File: src/rtl/gate_sweep_ctrl_if.sv
// Signal bundle between the gate-sweep controller and its environment (gate unit + host).
// master = controller side, slave = gate unit / host side.
interface gate_sweep_ctrl_if;
  logic        start;
  logic        y_in;
  logic        a;
  logic        b;
  logic [2:0]  sel;
  logic        busy;
  logic        done;
  logic        pass;
  logic [31:0] truth;
  logic [5:0]  mismatch_cnt;

  modport master (
    input  start, y_in,
    output a, b, sel, busy, done, pass, truth, mismatch_cnt
  );

  modport slave (
    output start, y_in,
    input  a, b, sel, busy, done, pass, truth, mismatch_cnt
  );
endinterface

File: src/rtl/gate_sweep_ctrl.sv
// Self-test sweeper for the 8-op gate unit: drives all 32 {sel,a,b} vectors, samples y
// after a settle window, builds the truth table and counts mismatches against a golden model.
//
// state   | meaning
// IDLE    | waiting for start; results from the last sweep held
// WAIT    | vector driven, settle down-counter running
// CAPTURE | sample y_in into truth[idx], compare with golden
// FINISH  | one-cycle done pulse, pass valid
module gate_sweep_ctrl #(
  parameter int unsigned SETTLE = 1
) (
  input logic               clk,
  input logic               rst,
  gate_sweep_ctrl_if.master bus
);

  typedef enum logic [1:0] {
    IDLE,
    WAIT,
    CAPTURE,
    FINISH
  } state_t;

  localparam logic [3:0] CNT_INIT = 4'(SETTLE - 1);

  state_t      state;
  logic [4:0]  idx;
  logic [3:0]  cnt;
  logic        a_q;
  logic        b_q;
  logic [2:0]  sel_q;
  logic        busy_q;
  logic        done_q;
  logic        pass_q;
  logic [31:0] truth_q;
  logic [5:0]  mismatch_q;
  logic        miss;

  function automatic logic golden(input logic [4:0] v);
    logic ga;
    logic gb;
    ga = v[1];
    gb = v[0];
    case (v[4:2])
      3'd0:    golden = ga & gb;
      3'd1:    golden = ga | gb;
      3'd2:    golden = ~ga;
      3'd3:    golden = ~(ga & gb);
      3'd4:    golden = ~(ga | gb);
      3'd5:    golden = ga ^ gb;
      3'd6:    golden = ~(ga ^ gb);
      default: golden = 1'b0;
    endcase
  endfunction

  assign miss = (bus.y_in != golden(idx));

  always_ff @(posedge clk) begin
    if (rst) begin
      state      <= IDLE;
      idx        <= '0;
      cnt        <= '0;
      a_q        <= 1'b0;
      b_q        <= 1'b0;
      sel_q      <= '0;
      busy_q     <= 1'b0;
      done_q     <= 1'b0;
      pass_q     <= 1'b0;
      truth_q    <= '0;
      mismatch_q <= '0;
    end else begin
      case (state)
        IDLE: begin
          if (bus.start) begin
            idx                <= '0;
            {sel_q, a_q, b_q}  <= '0;
            truth_q            <= '0;
            mismatch_q         <= '0;
            pass_q             <= 1'b0;
            cnt                <= CNT_INIT;
            busy_q             <= 1'b1;
            state              <= WAIT;
          end
        end
        WAIT: begin
          if (cnt != 4'd0) cnt <= cnt - 4'd1;
          else             state <= CAPTURE;
        end
        CAPTURE: begin
          truth_q[idx] <= bus.y_in;
          if (miss) mismatch_q <= mismatch_q + 6'd1;
          if (idx == 5'd31) begin
            // pass uses the count including this last vector, so it is valid with done
            pass_q <= (mismatch_q == 6'd0) && !miss;
            done_q <= 1'b1;
            busy_q <= 1'b0;
            state  <= FINISH;
          end else begin
            idx               <= idx + 5'd1;
            {sel_q, a_q, b_q} <= idx + 5'd1;
            cnt               <= CNT_INIT;
            state             <= WAIT;
          end
        end
        FINISH: begin
          done_q <= 1'b0;
          state  <= IDLE;
        end
        default: state <= IDLE;
      endcase
    end
  end

  assign bus.a            = a_q;
  assign bus.b            = b_q;
  assign bus.sel          = sel_q;
  assign bus.busy         = busy_q;
  assign bus.done         = done_q;
  assign bus.pass         = pass_q;
  assign bus.truth        = truth_q;
  assign bus.mismatch_cnt = mismatch_q;

endmodule
File: src/flat_wrapper.sv
// flat-port wrapper written by rule: the top's interface ports become plain ports
module gate_sweep_ctrl_flat 
#(
  parameter int unsigned SETTLE = 1
)
  (clk, rst, bus_start, bus_y_in, bus_a, bus_b, bus_sel, bus_busy, bus_done, bus_pass, bus_truth, bus_mismatch_cnt);
  gate_sweep_ctrl_if bus_i ();
  input logic clk;
  input logic rst;
  input wire logic [$bits(bus_i.start)-1:0] bus_start;
  input wire logic [$bits(bus_i.y_in)-1:0] bus_y_in;
  output wire logic [$bits(bus_i.a)-1:0] bus_a;
  output wire logic [$bits(bus_i.b)-1:0] bus_b;
  output wire logic [$bits(bus_i.sel)-1:0] bus_sel;
  output wire logic [$bits(bus_i.busy)-1:0] bus_busy;
  output wire logic [$bits(bus_i.done)-1:0] bus_done;
  output wire logic [$bits(bus_i.pass)-1:0] bus_pass;
  output wire logic [$bits(bus_i.truth)-1:0] bus_truth;
  output wire logic [$bits(bus_i.mismatch_cnt)-1:0] bus_mismatch_cnt;
  assign bus_i.start = bus_start;
  assign bus_i.y_in = bus_y_in;
  assign bus_a = bus_i.a;
  assign bus_b = bus_i.b;
  assign bus_sel = bus_i.sel;
  assign bus_busy = bus_i.busy;
  assign bus_done = bus_i.done;
  assign bus_pass = bus_i.pass;
  assign bus_truth = bus_i.truth;
  assign bus_mismatch_cnt = bus_i.mismatch_cnt;
  gate_sweep_ctrl #(.SETTLE(SETTLE)) u_core (.clk(clk), .rst(rst), .bus(bus_i));
endmodule
File: config.mk
export PLATFORM = sky130hd
export DESIGN_NAME = gate_sweep_ctrl_flat
export DESIGN_NICKNAME = d
export VERILOG_FILES = /design/src/rtl/gate_sweep_ctrl_if.sv /design/src/rtl/gate_sweep_ctrl.sv /design/src/flat_wrapper.sv
export SDC_FILE = /design/constraint.sdc
export NUM_CORES = 1
export LEC_CHECK = 0
export ABC_AREA = 1
export BUFFER_PORTS_ARGS = -buffer_cell sky130_fd_sc_hd__buf_2
export CAP_MARGIN = 20
export CORE_UTILIZATION = 40
export DETAILED_ROUTE_END_ITERATION = 10
export PLACE_DENSITY_LB_ADDON = 0.2
export SYNTH_ARGS = -nofsm -noshare
export SYNTH_HDL_FRONTEND = slang
export SYNTH_SLANG_ARGS = --single-unit
File: constraint.sdc
create_clock -name clk -period 1.8 [get_ports clk]
set_input_delay 0.18 -clock clk [delete_from_list [all_inputs] [get_ports clk]]
set_output_delay 0.18 -clock clk [all_outputs]
set_load 0.02 [all_outputs]
==> flow_metrics.env <==
export IMPL_syn_avg_cell_area_um2=7.70
export IMPL_setup_tns_final_ns=0
export IMPL_synth_top_area_share=0.401
export IMPL_endpoint_kind="register"
export IMPL_clk_path_buf_depth=2
export IMPL_slew_headroom=0.736
export IMPL_maxCapViolCount=0
export IMPL_htreeDepth=2
export IMPL_grt_max_degree=32
export IMPL_p_sw_frac=0.310
export IMPL_cpLargestDelayFamily="simple AND/OR/NAND/NOR gates"
export IMPL_clockPowerShare=0.279
export IMPL_setup_ws_ns=0.184
export IMPL_worst_pin_slew_ns=0.395
export IMPL_p_leak_nw=1.35
export IMPL_vias=2386
export IMPL_p_sw_mw=0.721
export IMPL_globalRouteMet2Util=0.316
export IMPL_path_cells="inv_1, ha_4, inv_1, nand2_1, inv_1, nor2_1, nand2_1, nand2_2, nand3_4, nand2_4, nand2_1, nand2_1, nor2_2"
export IMPL_drc=0
export IMPL_grt_usage=0.197
export IMPL_postSynth_asyncResetShare=0
export IMPL_gp_congestion=0.863
export IMPL_internal_power_mw=1.61
export IMPL_crit_arrival_ns=1.82
export IMPL_synth_ff_type="dfxtp_1"
export IMPL_drtIter0Drc=138
export IMPL_critPathMostFrequentCell="nand2_1"
export IMPL_cts_root_buf="clkbuf_8"
export IMPL_seqPwrFrac=0.528
export IMPL_start_util=0.425
export IMPL_fill_cells=655
export IMPL_ir_drop_uv=434
export IMPL_place_ws_ns=0.0914
export IMPL_synth_area_um2=2590
export IMPL_yosys_area_top_type="dfxtp_1"
export IMPL_ctsHoldBuffers=0
export IMPL_finalClockSkew_ns=0.0115
export IMPL_cp_required_ns=2.01
export IMPL_r2r_start="u_core.bus.a"
export IMPL_hold_viol=0
export IMPL_slew_violations=0
export IMPL_grt_busiest_layer="met2"
export IMPL_seq_area_frac_synth=0.401
export IMPL_met1_usage=0.271
export IMPL_crit_slowest_cell="dfxtp_2"
export IMPL_hp_start="rst"
export IMPL_antenna_found_initial=0
export IMPL_cts_buffers=5
export IMPL_port_buffers=49
export IMPL_synth_most_common_cell="dfxtp_1"
export IMPL_drive_gt1_frac=0.271
export IMPL_post_cts_buffers=0
export IMPL_setup_violations=0
export IMPL_grt_pass1_vias=2138
export IMPL_drtAntennaViolNets=0
export IMPL_timing_fmax_ghz=0.619
export IMPL_comb_power_share=0.193
export IMPL_hold_class="in -> reg"
export IMPL_coreArea_um2=6100
export IMPL_p_per_area_nw_per_um2=763
export IMPL_syn_num_nets=350
export IMPL_crit_path_max_fanout=7
export IMPL_post_cts_resized=0
export IMPL_cp_startpoint="u_core.bus.a"
export IMPL_ioPinCount=50
export IMPL_rsz0062_at_grt="no"
export IMPL_setup_worst_path_class="reg -> reg"
export IMPL_fin_crit_ns=1.62
export IMPL_path_buf_inv=3
export IMPL_max_stage_delay_ns=0.37
export IMPL_clkLatencyLatePin_ns=0.31
export IMPL_use_met3=0.0341
export IMPL_synthDistinctLibCells=33
export IMPL_fp_dieH_um=82.5
export IMPL_start_kind="register"
export IMPL_status="complete, no violations"
export IMPL_synthTopCellsByArea="dfxtp_1 (40%), a211oi_1 (8.4%), a21oi_1 (8.3%)"
export IMPL_dp_hpwl_um=4530
export IMPL_std_cell_rows=28
export IMPL_totalWireLength_um=6150
export IMPL_syn_to_final_growth_pct=17.5
export IMPL_syn_inst=337
export IMPL_dieArea_um2=6810
export IMPL_finalCritPeriodShare=0.898
export IMPL_clk_pin_slew_ns=0.10
export IMPL_nets=404
export IMPL_gr_total_overflow=0
export IMPL_die_x_um=82.5
export IMPL_cts_tree="done"
export IMPL_yosys_warnings=0
export IMPL_routedWlPerCell_um=13.2
export IMPL_synth_common_cells="dfxtp_1 (52), nor2_1 (46), a21oi_1 (43)"
export IMPL_synth_edf_count=0
export IMPL_ys_ff_latch=52
export IMPL_cts_sinks=52
export IMPL_via_per_inst=5.12
export IMPL_first_pass_iters=4
export IMPL_grt_pass1_wl_um=10300
export IMPL_diodes=0
[cells in the final DEF, fill, tap and decap left out, types with 7 or more instances in the layout]
cell type,instances
buf_2,49
a211oi_1,29
nand2_1,42
dfxtp_1,49
ha_1,8
nor2_1,46
a21oi_1,43
buf_4,13
nand3_1,15
inv_1,26
nor2_2,7
[area by class of cell]
class                   count  area [um2]  share of cell area
clock buffers               5        68.8              0.0226
clock inverters             2        12.5             0.00411
inverters                  34         130              0.0427
multi-input cells         236        1360               0.445
flip-flops and latches     52        1040               0.343
well taps                  75        93.8              0.0308
repair buffers             62         343               0.112
[layer usage]
| layer | vias up | part of all wire |
|---|---|---|
| met4 | 0 | 0.011 |
| met5 | - | 0 |
| met3 | 7 | 0.036 |
| met1 | 1092 | 0.50 |
| met2 | 43 | 0.45 |
| li1 | 1244 | - |
[power by group through the flow]
| stage | combinational, mW | clock, mW | sequential, mW |
|---|---|---|---|
| final | 0.449 | 0.648 | 1.23 |
| after global routing | 0.510 | 0.714 | 1.24 |
| after CTS | 0.443 | 0.665 | 1.23 |
| after detailed placement | 0.441 | 0 | 1.26 |
| after global placement | 0.437 | 0 | 1.25 |
| after floorplan | 0.316 | 0 | 1.28 |
[registers in the layout (all words and copies together) (netlist names)]
| name | flops |
|---|---|
| u_core.bus.sel | 2 |
| u_core.bus.done | 1 |
| u_core.bus.a | 1 |
| u_core.cnt | 4 |
| u_core.bus.busy | 1 |
| u_core.bus.truth | 32 |
| u_core.bus.pass | 1 |
| u_core.state | 2 |
| u_core.idx | 2 |
| u_core.bus.mismatch_cnt | 6 |
[metrics by stage]
step	total power, mW	util	cells	area, um2	hold WS [ns]
CTS	2.34	0.496	466	3020	0.250
detailed placement	1.70	0.482	459	2940	0.452
finish	2.33	0.500	466	3050	0.251
global placement	1.69	0.482	459	2940	0.447
global route	2.46	0.500	466	3050	0.286
floorplan	1.60	-	337	2590	0.426
[logic make-up (layout without fill, tap and decap cells)]
family | after synthesis | in the layout | share of synthesized area
DFF | 52 | 52 | 0.401
buffers and inverters | 49 | 103 | 0.0849
adders and majority gates | 9 | 9 | 0.0434
xor gates and xnor gates | 2 | 2 | 0.00675
and+or+nand+nor | 138 | 138 | 0.258
AOI/OAI and AO/OA | 87 | 87 | 0.206
[final timing paths]
| kind | endpoint | slack, ns | cells past startpoint |
|---|---|---|---|
| hold reg to reg | u_core.bus.busy | 0.46 | 2 |
| hold / removal | u_core.cnt[1] | 0.25 | 2 |
| setup / recovery | u_core.bus.mismatch_cnt[2] | 0.18 | 13 |
| setup reg to reg | u_core.bus.mismatch_cnt[2] | 0.18 | 13 |
(Power assumes the default switching activity.)
